[config.mk]
export PLATFORM = sky130hd
export DESIGN_NAME = demux_1to2_16bit_flat
export DESIGN_NICKNAME = d
export VERILOG_FILES = /design/src/rtl/demux_1to2_16bit_pkg.sv /design/src/rtl/demux_1to2_16bit_if.sv /design/src/rtl/demux_1to2_16bit_fifo_sync.sv /design/src/rtl/demux_1to2_16bit.sv /design/src/flat_wrapper.sv
export SDC_FILE = /design/constraint.sdc
export NUM_CORES = 1
export LEC_CHECK = 0
export CORE_MARGIN = 2
export CORE_UTILIZATION = 49
export CTS_CLUSTER_SIZE = 12
export DETAILED_ROUTE_END_ITERATION = 6
export MAX_ROUTING_LAYER = met4
export PLACE_DENSITY = 0.75
export SYNTH_ARGS = -nofsm -noshare
export SYNTH_HDL_FRONTEND = slang
export SYNTH_SLANG_ARGS = --single-unit
[constraint.sdc]
create_clock -name clk -period 2.7 [get_ports clk]
set_clock_uncertainty 0.1 [all_clocks]
set_input_delay 0.27 -clock clk [delete_from_list [all_inputs] [get_ports clk]]
set_output_delay 0.27 -clock clk [all_outputs]
set_load 0.03 [all_outputs]
[src/rtl/demux_1to2_16bit_pkg.sv]
// Shared defaults and channel encodings for the 1-to-2 stream demultiplexer.
package demux_pkg;

  localparam int unsigned WIDTH = 16;
  localparam int unsigned DEPTH = 2;
  localparam int unsigned CNT_W = 8;

  localparam logic CH0 = 1'b0;
  localparam logic CH1 = 1'b1;

  // A single-entry buffer still needs a 1-bit pointer.
  function automatic int unsigned ptr_width(input int unsigned depth);
    return (depth > 1) ? $clog2(depth) : 1;
  endfunction

  localparam int unsigned PTR_W = ptr_width(DEPTH);

endpackage

[src/rtl/demux_1to2_16bit_if.sv]
// Stream bundle for the demux: one input stream, two output streams, two counters.
interface demux_1to2_16bit_if #(
  parameter int unsigned WIDTH = demux_pkg::WIDTH,
  parameter int unsigned CNT_W = demux_pkg::CNT_W
);

  logic [WIDTH-1:0] in_data;
  logic             in_op;
  logic             in_valid;
  logic             in_ready;
  logic [WIDTH-1:0] out0_data;
  logic             out0_valid;
  logic             out0_ready;
  logic [WIDTH-1:0] out1_data;
  logic             out1_valid;
  logic             out1_ready;
  logic [CNT_W-1:0] cnt0;
  logic [CNT_W-1:0] cnt1;

  modport master (
    output in_data, in_op, in_valid, out0_ready, out1_ready,
    input  in_ready, out0_data, out0_valid, out1_data, out1_valid, cnt0, cnt1
  );

  modport slave (
    input  in_data, in_op, in_valid, out0_ready, out1_ready,
    output in_ready, out0_data, out0_valid, out1_data, out1_valid, cnt0, cnt1
  );

endinterface

[src/rtl/demux_1to2_16bit_fifo_sync.sv]
// Synchronous FIFO with a registered head word that holds its last value when empty.
module fifo_sync #(
  parameter int unsigned WIDTH = demux_pkg::WIDTH,
  parameter int unsigned DEPTH = demux_pkg::DEPTH
) (
  input  logic             clk,
  input  logic             reset,
  input  logic             i_wr_en,
  input  logic [WIDTH-1:0] i_wr_data,
  input  logic             i_rd_en,
  output logic [WIDTH-1:0] o_rd_data,
  output logic             o_full,
  output logic             o_empty
);

  localparam int unsigned PtrW  = demux_pkg::ptr_width(DEPTH);
  localparam int unsigned CountW = PtrW + 1;

  logic [WIDTH-1:0]  r_mem_q [DEPTH];
  logic [PtrW-1:0]   r_wr_ptr_q, r_wr_ptr_d;
  logic [PtrW-1:0]   r_rd_ptr_q, r_rd_ptr_d;
  logic [CountW-1:0] r_count_q, r_count_d;
  logic [WIDTH-1:0]  r_rdata_q, r_rdata_d;
  logic              w_push, w_pop;

  assign o_full    = (r_count_q == CountW'(DEPTH));
  assign o_empty   = (r_count_q == '0);
  assign o_rd_data = r_rdata_q;
  assign w_push    = i_wr_en && !o_full;
  assign w_pop     = i_rd_en && !o_empty;

  always_comb begin
    r_wr_ptr_d = w_push ? r_wr_ptr_q + 1'b1 : r_wr_ptr_q;
    r_rd_ptr_d = w_pop  ? r_rd_ptr_q + 1'b1 : r_rd_ptr_q;
    r_count_d  = r_count_q;
    case ({w_push, w_pop})
      2'b10:   r_count_d = r_count_q + 1'b1;
      2'b01:   r_count_d = r_count_q - 1'b1;
      default: r_count_d = r_count_q;
    endcase
    // Next head may be the word being written this very cycle.
    r_rdata_d = r_rdata_q;
    if (r_count_d != '0) begin
      if (w_push && (r_wr_ptr_q == r_rd_ptr_d)) begin
        r_rdata_d = i_wr_data;
      end else begin
        r_rdata_d = r_mem_q[r_rd_ptr_d];
      end
    end
  end

  always_ff @(posedge clk) begin
    if (reset) begin
      r_wr_ptr_q <= '0;
      r_rd_ptr_q <= '0;
      r_count_q  <= '0;
      r_rdata_q  <= '0;
    end else begin
      r_wr_ptr_q <= r_wr_ptr_d;
      r_rd_ptr_q <= r_rd_ptr_d;
      r_count_q  <= r_count_d;
      r_rdata_q  <= r_rdata_d;
    end
  end

  always_ff @(posedge clk) begin
    if (w_push) begin
      r_mem_q[r_wr_ptr_q] <= i_wr_data;
    end
  end

endmodule

[src/rtl/demux_1to2_16bit.sv]
// 1-to-2 stream demux: steers each input word into one of two independent channel FIFOs.
module demux_1to2_16bit #(
  parameter int unsigned WIDTH = demux_pkg::WIDTH,
  parameter int unsigned DEPTH = demux_pkg::DEPTH,
  parameter int unsigned CNT_W = demux_pkg::CNT_W
) (
  input  logic                    clk,
  input  logic                    reset,
  demux_1to2_16bit_if.slave       bus
);

  import demux_pkg::*;

  logic [1:0]       w_full;
  logic [1:0]       w_empty;
  logic [1:0]       w_push;
  logic [1:0]       w_pop;
  logic             w_accept;
  logic [CNT_W-1:0] r_cnt0_q, r_cnt0_d;
  logic [CNT_W-1:0] r_cnt1_q, r_cnt1_d;

  // Held low during reset so nothing is accepted while the buffers are flushed.
  assign bus.in_ready = !reset && !w_full[bus.in_op];
  assign w_accept     = bus.in_valid && bus.in_ready;
  assign w_push[0]    = w_accept && (bus.in_op == CH0);
  assign w_push[1]    = w_accept && (bus.in_op == CH1);
  assign w_pop[0]     = !w_empty[0] && bus.out0_ready;
  assign w_pop[1]     = !w_empty[1] && bus.out1_ready;

  assign bus.out0_valid = !w_empty[0];
  assign bus.out1_valid = !w_empty[1];
  assign bus.cnt0       = r_cnt0_q;
  assign bus.cnt1       = r_cnt1_q;

  fifo_sync #(
    .WIDTH (WIDTH),
    .DEPTH (DEPTH)
  ) u_fifo_ch0 (
    .clk       (clk),
    .reset     (reset),
    .i_wr_en   (w_push[0]),
    .i_wr_data (bus.in_data),
    .i_rd_en   (w_pop[0]),
    .o_rd_data (bus.out0_data),
    .o_full    (w_full[0]),
    .o_empty   (w_empty[0])
  );

  fifo_sync #(
    .WIDTH (WIDTH),
    .DEPTH (DEPTH)
  ) u_fifo_ch1 (
    .clk       (clk),
    .reset     (reset),
    .i_wr_en   (w_push[1]),
    .i_wr_data (bus.in_data),
    .i_rd_en   (w_pop[1]),
    .o_rd_data (bus.out1_data),
    .o_full    (w_full[1]),
    .o_empty   (w_empty[1])
  );

  always_comb begin
    r_cnt0_d = w_push[0] ? r_cnt0_q + 1'b1 : r_cnt0_q;
    r_cnt1_d = w_push[1] ? r_cnt1_q + 1'b1 : r_cnt1_q;
  end

  always_ff @(posedge clk) begin
    if (reset) begin
      r_cnt0_q <= '0;
      r_cnt1_q <= '0;
    end else begin
      r_cnt0_q <= r_cnt0_d;
      r_cnt1_q <= r_cnt1_d;
    end
  end

endmodule

[src/flat_wrapper.sv]
// flat-port wrapper written by rule: the top's interface ports become plain ports
module demux_1to2_16bit_flat import demux_pkg::*;
#(
  parameter int unsigned WIDTH = demux_pkg::WIDTH,
  parameter int unsigned DEPTH = demux_pkg::DEPTH,
  parameter int unsigned CNT_W = demux_pkg::CNT_W
)
  (clk, reset, bus_in_data, bus_in_op, bus_in_valid, bus_out0_ready, bus_out1_ready, bus_in_ready, bus_out0_data, bus_out0_valid, bus_out1_data, bus_out1_valid, bus_cnt0, bus_cnt1);
  demux_1to2_16bit_if #(.WIDTH(WIDTH), .CNT_W(CNT_W)) bus_i ();
  input  logic clk;
  input  logic reset;
  input wire logic [$bits(bus_i.in_data)-1:0] bus_in_data;
  input wire logic [$bits(bus_i.in_op)-1:0] bus_in_op;
  input wire logic [$bits(bus_i.in_valid)-1:0] bus_in_valid;
  input wire logic [$bits(bus_i.out0_ready)-1:0] bus_out0_ready;
  input wire logic [$bits(bus_i.out1_ready)-1:0] bus_out1_ready;
  output wire logic [$bits(bus_i.in_ready)-1:0] bus_in_ready;
  output wire logic [$bits(bus_i.out0_data)-1:0] bus_out0_data;
  output wire logic [$bits(bus_i.out0_valid)-1:0] bus_out0_valid;
  output wire logic [$bits(bus_i.out1_data)-1:0] bus_out1_data;
  output wire logic [$bits(bus_i.out1_valid)-1:0] bus_out1_valid;
  output wire logic [$bits(bus_i.cnt0)-1:0] bus_cnt0;
  output wire logic [$bits(bus_i.cnt1)-1:0] bus_cnt1;
  assign bus_i.in_data = bus_in_data;
  assign bus_i.in_op = bus_in_op;
  assign bus_i.in_valid = bus_in_valid;
  assign bus_i.out0_ready = bus_out0_ready;
  assign bus_i.out1_ready = bus_out1_ready;
  assign bus_in_ready = bus_i.in_ready;
  assign bus_out0_data = bus_i.out0_data;
  assign bus_out0_valid = bus_i.out0_valid;
  assign bus_out1_data = bus_i.out1_data;
  assign bus_out1_valid = bus_i.out1_valid;
  assign bus_cnt0 = bus_i.cnt0;
  assign bus_cnt1 = bus_i.cnt1;
  demux_1to2_16bit #(.WIDTH(WIDTH), .DEPTH(DEPTH), .CNT_W(CNT_W)) u_core (.clk(clk), .reset(reset), .bus(bus_i));
endmodule
## Yosys cells after proc, flatten, opt, wreduce, memory -nomap -nowiden

Memories as Yosys holds them, arrays and structs flattened. A register that Yosys moved wholly into a read port is not among the register bits.
Index checks and enable logic that the tools add are counted.

| word-level totals | value |
|---|---|
| register bits after elaboration | 24 |
| output and inout bits | 51 |
| logic and storage cells | 58 |
| bits of input ports | 22 |
| memories kept | 2 |
| memory bits (writable) | 64 |

| operators by class | value |
|---|---|
| multiplexer cells | 10 |
| eq/ne operators | 6 |
| bitwise operators | 1 |
| order comparisons | 1 |
| reductions and logical operators | 20 |
| $add $sub $neg | 10 |

Memory list:

| name | words | bits a word | read ports | clocked after Yosys merged registers in | wr ports | RTL line | text |
|---|---|---|---|---|---|---|---|
| u_core.u_fifo_ch0.r_mem_q | 2 | 16 | 1 | 1 | 1 | demux_1to2_16bit_fifo_sync.sv:19 | `logic [WIDTH-1:0] r_mem_q [DEPTH];` |
| u_core.u_fifo_ch1.r_mem_q | 2 | 16 | 1 | 1 | 1 | demux_1to2_16bit_fifo_sync.sv:19 |  |

Operator list:

| kind | number |
|---|---|
| $add 8x1->8 const B | 2 |
| $logic_and 1x1->1 | 10 |
| $eq 2x2->1 const B | 4 |
| $mux 1 | 8 |
| $pmux 2 s2 | 2 |
| $logic_not 1->1 | 6 |
| $add 1x1->1 const B | 4 |
| $add 2x1->2 const B | 2 |
| $eq 2x1->1 const B | 2 |
| $logic_not 2->1 | 2 |
| $reduce_bool 2->1 | 2 |
| $sub 2x1->2 const B | 2 |
| $lt 1x2->1 const B | 1 |
| $not 1->1 | 1 |

## Depth between registers and ports, before layout

Gate-level depths: netlist of the first run.

| depth | value |
|---|---|
| word-level depth | 11 |
| gate-level depth with buffers | 12 |
| gate-level depth less buffers | 8 |

## By module

Synthesis of the first run repeated with hierarchy kept, for this count alone.

| second synthesis, totals | value |
|---|---|
| cells, all modules | 640 |
| area total of the unflattened synthesis | 6075.8 µm² |

By module, submodules not included:

| module | area each (µm²) | seq. area each (µm²) | instances | cells an instance |
|---|---|---|---|---|
| fifo_sync | 2643.8 | 1361.3 | 2 | 276 |
| demux_1to2_16bit | 788.3 | 320.3 | 1 | 88 |

## Worst setup path before layout of the first run

Ideal clock, no wire load.

| timing | value |
|---|---|
| path type | reg2reg |
| start | reg u_core.u_fifo_ch0.r_count_q[0] |
| end | reg u_core.u_fifo_ch0.r_rdata_q[10] (netlist: u_core.u_fifo_ch0.o_rd_data[10]), read port of u_core.u_fifo_ch0.r_mem_q |
| cell stages (with the launch flop) | 13 |
| path slack | -0.254 ns |
| data arrival time | 2.761 ns |
| buffers on the path | 4 |
| path through | dfxtp_1 -> buf_2 -> nand2b_1 -> and2_1 -> clkbuf_1 -> inv_1 -> ha_1 -> nor4bb_1 -> or3_1 -> clkbuf_1 -> buf_2 -> nand3b_1 -> o311ai_2 |

| between the ends | value |
|---|---|
| longest elaborated chain between the ends | 11 |
| elaborated cells on any way between the ends | 20 |
| those cells by class | add/sub (2); eq/ne (3); mux (4); reduce/logical (11) |

Ends and longest elaborated chain:

| element | RTL line | text |
|---|---|---|
| start: declaration | demux_1to2_16bit_fifo_sync.sv:22 | `logic [CountW-1:0] r_count_q, r_count_d;` |
| start signal: assignment | demux_1to2_16bit_fifo_sync.sv:61 | `r_count_q <= r_count_d;` |
| $eq 2x2->1 | demux_1to2_16bit_fifo_sync.sv:26 | `assign o_full = (r_count_q == CountW'(DEPTH));` |
| $mux 1 (not written as such) (2 in a row) | demux_1to2_16bit.sv:23 | `assign bus.in_ready = !reset && !w_full[bus.in_op];` |
| $logic_not 1->1 | demux_1to2_16bit.sv:23 |  |
| $logic_and 1x1->1 | demux_1to2_16bit.sv:23 |  |
| $logic_and 1x1->1 | demux_1to2_16bit.sv:24 | `assign w_accept = bus.in_valid && bus.in_ready;` |
| $logic_and 1x1->1 | demux_1to2_16bit.sv:25 | `assign w_push[0] = w_accept && (bus.in_op == CH0);` |
| $logic_and 1x1->1 | demux_1to2_16bit_fifo_sync.sv:29 | `assign w_push = i_wr_en && !o_full;` |
| $eq 2x1->1 or $eq 2x2->1 (tied branches) | demux_1to2_16bit_fifo_sync.sv:36 | `case ({w_push, w_pop})` |
| $pmux 2 s2 | demux_1to2_16bit_fifo_sync.sv:36 |  |
| $reduce_bool 2->1 | demux_1to2_16bit_fifo_sync.sv:43 | `if (r_count_d != '0) begin` |
| end: declaration | demux_1to2_16bit_fifo_sync.sv:23 | `logic [WIDTH-1:0] r_rdata_q, r_rdata_d;` |

Several ways; a longest one is shown, not always the timed one. The select of a mux whose other input is x is not followed.
A chain may end at the register's enable or synchronous reset.

## Worst setup path after layout of the first run

| timing | value |
|---|---|
| start | reg u_core.u_fifo_ch1.r_count_q[0] |
| end | reg u_core.u_fifo_ch1.r_rdata_q[6] (netlist: u_core.u_fifo_ch1.o_rd_data[6]), read port of u_core.u_fifo_ch1.r_mem_q |

| between the ends | value |
|---|---|
| longest elaborated chain between the ends | 11 |
| elaborated cells on any way between the ends | 20 |
| those cells by class | add/sub (2); eq/ne (3); mux (4); reduce/logical (11) |

Ends and longest elaborated chain:

| element | RTL line | text |
|---|---|---|
| start: declaration | demux_1to2_16bit_fifo_sync.sv:22 |  |
| start signal: assignment | demux_1to2_16bit_fifo_sync.sv:61 |  |
| $eq 2x2->1 | demux_1to2_16bit_fifo_sync.sv:26 |  |
| $mux 1 (not written as such) (2 in a row) | demux_1to2_16bit.sv:23 |  |
| $logic_not 1->1 | demux_1to2_16bit.sv:23 |  |
| $logic_and 1x1->1 | demux_1to2_16bit.sv:23 |  |
| $logic_and 1x1->1 | demux_1to2_16bit.sv:24 |  |
| $logic_and 1x1->1 | demux_1to2_16bit.sv:26 | `assign w_push[1] = w_accept && (bus.in_op == CH1);` |
| $logic_and 1x1->1 | demux_1to2_16bit_fifo_sync.sv:29 |  |
| $eq 2x1->1 or $eq 2x2->1 (tied branches) | demux_1to2_16bit_fifo_sync.sv:36 |  |
| $pmux 2 s2 | demux_1to2_16bit_fifo_sync.sv:36 |  |
| $reduce_bool 2->1 | demux_1to2_16bit_fifo_sync.sv:43 |  |
| end: declaration | demux_1to2_16bit_fifo_sync.sv:23 |  |

Several ways; a longest one is shown, not always the timed one. The select of a mux whose other input is x is not followed.

==> results of run 1 <==
## power by group
part,switching (uW),internal (uW),total (uW),leakage (uW)
clock,897,1440,2340,0.000299
combinational,893,684,1580,0.00118
sequential,104,2080,2180,0.00104
total,1890,4210,6100,0.00251
## worst min path at each step
stage / to / slack (ns) / depth (start not counted)
floorplan: u_core.u_fifo_ch0.r_mem_q[0][0] / 0.27 / 0
CTS: u_core.u_fifo_ch0.r_count_q[0] / 0.17 / 3
global route: u_core.bus.cnt0[0] / 0.19 / 3
detailed placement: u_core.bus.cnt0[7] / 0.38 / 2
finish: u_core.u_fifo_ch0.r_count_q[0] / 0.19 / 3
global placement: u_core.bus.cnt0[7] / 0.36 / 2
## synth_stat cells (all sizes together), types with 12 or more instances
cell type  instances
nor3b             18
nor2b             20
dfxtp             56
edfxtp            64
and4              17
mux2              16
nand4             20
xnor2             12
a311o             16
clkbuf            19
nor2              18
mux2i             16
nand3b            17
o311ai            16
## state kept, by name, summed over array words and instances (netlist names)
register and count:
u_core.u_fifo_ch1.r_rd_ptr_q 1, u_core.u_fifo_ch0.o_rd_data 16, u_core.bus.cnt0 8, u_core.bus.cnt1 8, u_core.u_fifo_ch1.r_count_q 2, u_core.u_fifo_ch0.r_count_q 2
u_core.u_fifo_ch1.r_mem_q 32, u_core.u_fifo_ch1.o_rd_data 16, u_core.u_fifo_ch0.r_wr_ptr_q 1, u_core.u_fifo_ch1.r_wr_ptr_q 1, u_core.u_fifo_ch0.r_rd_ptr_q 1, u_core.u_fifo_ch0.r_mem_q 32
## critical path, delay by kind of cell, from the launching register on
kind / cells / cell delay, ns
AO/OA/AOI/OAI: 2 / 0.63
adder cells (fa/ha/maj): 1 / 0.31
flip-flops: 1 / 0.47
AND/OR/NAND/NOR: 4 / 0.57
buffers and inverters: 2 / 0.38
## metal layers
metal  up-vias  track usage, %  part of all wire, %
li1       1791               -                    -
met4         0            7.69                  1.5
met1      1878            29.7                   42
met3        17            5.42                  6.4
met2       145            37.6                   50
met5         -               -                    0
## layout make-up
cell class | count | area, um2
clock buffer | 17 | 414
clock inverter | 15 | 199
fill | 782 | 3710
inverter | 5 | 18.8
multi-input combinational | 258 | 2150
sequential | 120 | 3040
tap | 140 | 175
timing repair buffer | 106 | 983
## per-stage QoR
| stage | worst slack (ns) | hold slack (ns) |
|---|---|---|
| finish | 0.117 | 0.186 |
| global placement | -0.235 | 0.363 |
| floorplan | 0.0358 | 0.269 |
| detailed placement | -0.228 | 0.378 |
| CTS | 0.0179 | 0.172 |
| global route | -0.0215 | 0.187 |
## cells by family after synthesis
group                    Yosys count  synth area share, %
XOR/XNOR                          21                 4.10
adder cells (fa/ha/maj)            4                0.942
flip-flops                       120                 57.3
AO/OA/AOI/OAI                     52                 9.42
multiplexers                      32                 6.97
buffers and inverters             33                 2.80
AND/OR/NAND/NOR                  149                 18.5
==> metrics.md, run 1 <==
| Metric | Value |
|---|---|
| Outcome | `completed` |
| Slowest cell on crit path | `dfxtp_1` |
| Design Power | `roughly 6100 uW` |
| Drt first pass iters | `5` |
| Vias/cell | `5.80` |
| Fin. max-slew vios | `0` |
| R2R Path End | `u_core.u_fifo_ch1.o_rd_data[6]` |
| Top area cells in the synthesized netlist | `edfxtp_1 36%, dfxtp_1 21%, o311ai_2 3.1%` |
| Slew margin rel. | `between 30% and 40%` |
| Async S/R FF share, synth | `0%` |
| R2R Setup Slk | `roughly 0.12 ns` |
| RSZ-0062 raised after global routing | `yes` |
| Most common cell after layout, fill and taps aside | `clkdlybuf4s50_1` |
| Clock Latency Late Sink | `about 0.51 ns` |
| Chip width | `approximately 110 um` |
| Final setup viols | `0` |
| Reg-to-Reg Start | `u_core.u_fifo_ch1.r_count_q[0]` |
| H-Tree Depth | `4` |
| Cell taking the most area after synthesis | `edfxtp_1` |
| CP arrival | `2.88 ns` |
| R2R depth | `9` |
| Max stage delay on crit path | `around 0.47 ns` |
| Synthesized flop and latch total | `120` |
| Worst setup startpoint | `u_core.u_fifo_ch1.r_count_q[0]` |
| Worst EP required | `roughly 3.0 ns` |
| Worst Path Max Fanout | `19` |
| Sink Count | `120` |
| Min Clock Period, post-route | `approximately 2.6 ns` |
| N_diodes | `0` |
| Final hold viol count | `0` |
| Crit. End Element | `flop` |
| Avg Cell Area, Syn | `about 13 um2` |
| Tcrit/Tclk final | `between 90% and 100%` |
| Post-synth top area share | `36.2%` |
| Placed inst area | `~6400 um2` |
| Grt total ovfl | `0` |
| Util after Layout | `roughly 65%` |
| P&R area growth vs syn | `31.5%` |
| Max Root-Sink Buffers | `2` |
| Most used DFF post-synth | `edfxtp_1` |
| First-pass GRT wire length | `around 20 mm` |
| Post-cts gate resize count | `0` |
| Port bufs | `72` |
| Worst vdd ir | `531 uV` |
| Starting Density | `between 40% and 50%` |
| Final net count | `around 530` |
| Post-route ant nets | `0` |
| Vias in the first global route | `slightly below 4000` |
| Initial DRC Count | `roughly 280` |
| Crit path to | `u_core.u_fifo_ch1.o_rd_data[6]` |
| Top cell by count, worst path | `nor2b_1` |
| Syn nets | `~440` |
| Via count | `about 3800` |
| F_max | `0.387 GHz` |
| P per Cell Area | `between 800 and 900 nW/um2` |
| Final Cell Area | `roughly 7000 um2` |
| Avg WL per Cell | `approximately 20 um` |
| Largest net degree at the start of global routing | `44` |
| Sequential fraction of the synthesis area | `about 57%` |
| Die area | `11700 um2` |
| Worst-margin pin slew | `~0.91 ns` |
| Drc violations | `0` |
| Most frequent cells in the layout | `71 x clkdlybuf4s50_1, 64 x edfxtp_1, 56 x dfxtp_1` |
| Cell area after synthesis | `5310 um2` |
| # rows | `38` |
| Setup tns final | `0 ns` |
| Antenna violations before repair | `0` |
| Final std cells w/o fill | `661` |
| Core area | `between 10000 and 15000 um2` |
| Placed Cells | `between 600 and 700` |
| Layout cells sized above 1 | `20.7%` |
| TritonCTS clock tree | `built` |
| Io pins | `73` |
| EDFF count, synth | `64` |
| CP Cell Sequence | `nor2b_1 > nor2_1 > inv_1 > ha_1 > nor2b_1 > a22oi_2 > buf_4 > nor3b_1 > a311o_1` |
| Clk slew on worst S/H paths | `around 0.060 ns` |
| Crit Path Class | `reg -> reg` |
| LEAKAGE | `around 0.0025 uW` |
| Max_cap viols | `0` |
| GRT Util Overall | `between 20% and 30%` |
| Dpl hpwl | `between 8 and 9 mm` |
| Min-delay worst type | `in -> reg` |
| Die Height | `between 100 and 150 um` |
| Cell variety after synth | `a little under 50` |
| Clock root cell | `clkbuf_8` |
| Worst setup SP type | `flop` |
| Yosys warns | `0` |
| Post-CTS Setup Bufs | `0` |
| Num CTS Buffers | `17` |
| Post-CTS Hold Fix Bufs | `0` |
| Hold_sp | `reset` |
| Final Wtd Congestion | `0.844` |
| Mapped Cells | `a little over 400` |
| Final WL | `~13 mm` |
No activity file was read; power rests on OpenSTA's default activity.
==> run 2, diff against run 1 <==
--- a/config.mk
+++ b/config.mk
@@ -5,6 +5,7 @@
 export SDC_FILE = /design/constraint.sdc
 export NUM_CORES = 1
 export LEC_CHECK = 0
+export CAP_MARGIN = 20
 export CORE_MARGIN = 2
 export CORE_UTILIZATION = 49
 export CTS_CLUSTER_SIZE = 12
==> results of run 2 <==
Same layout as run 1: the final DEF is identical, and so are final timing and power.
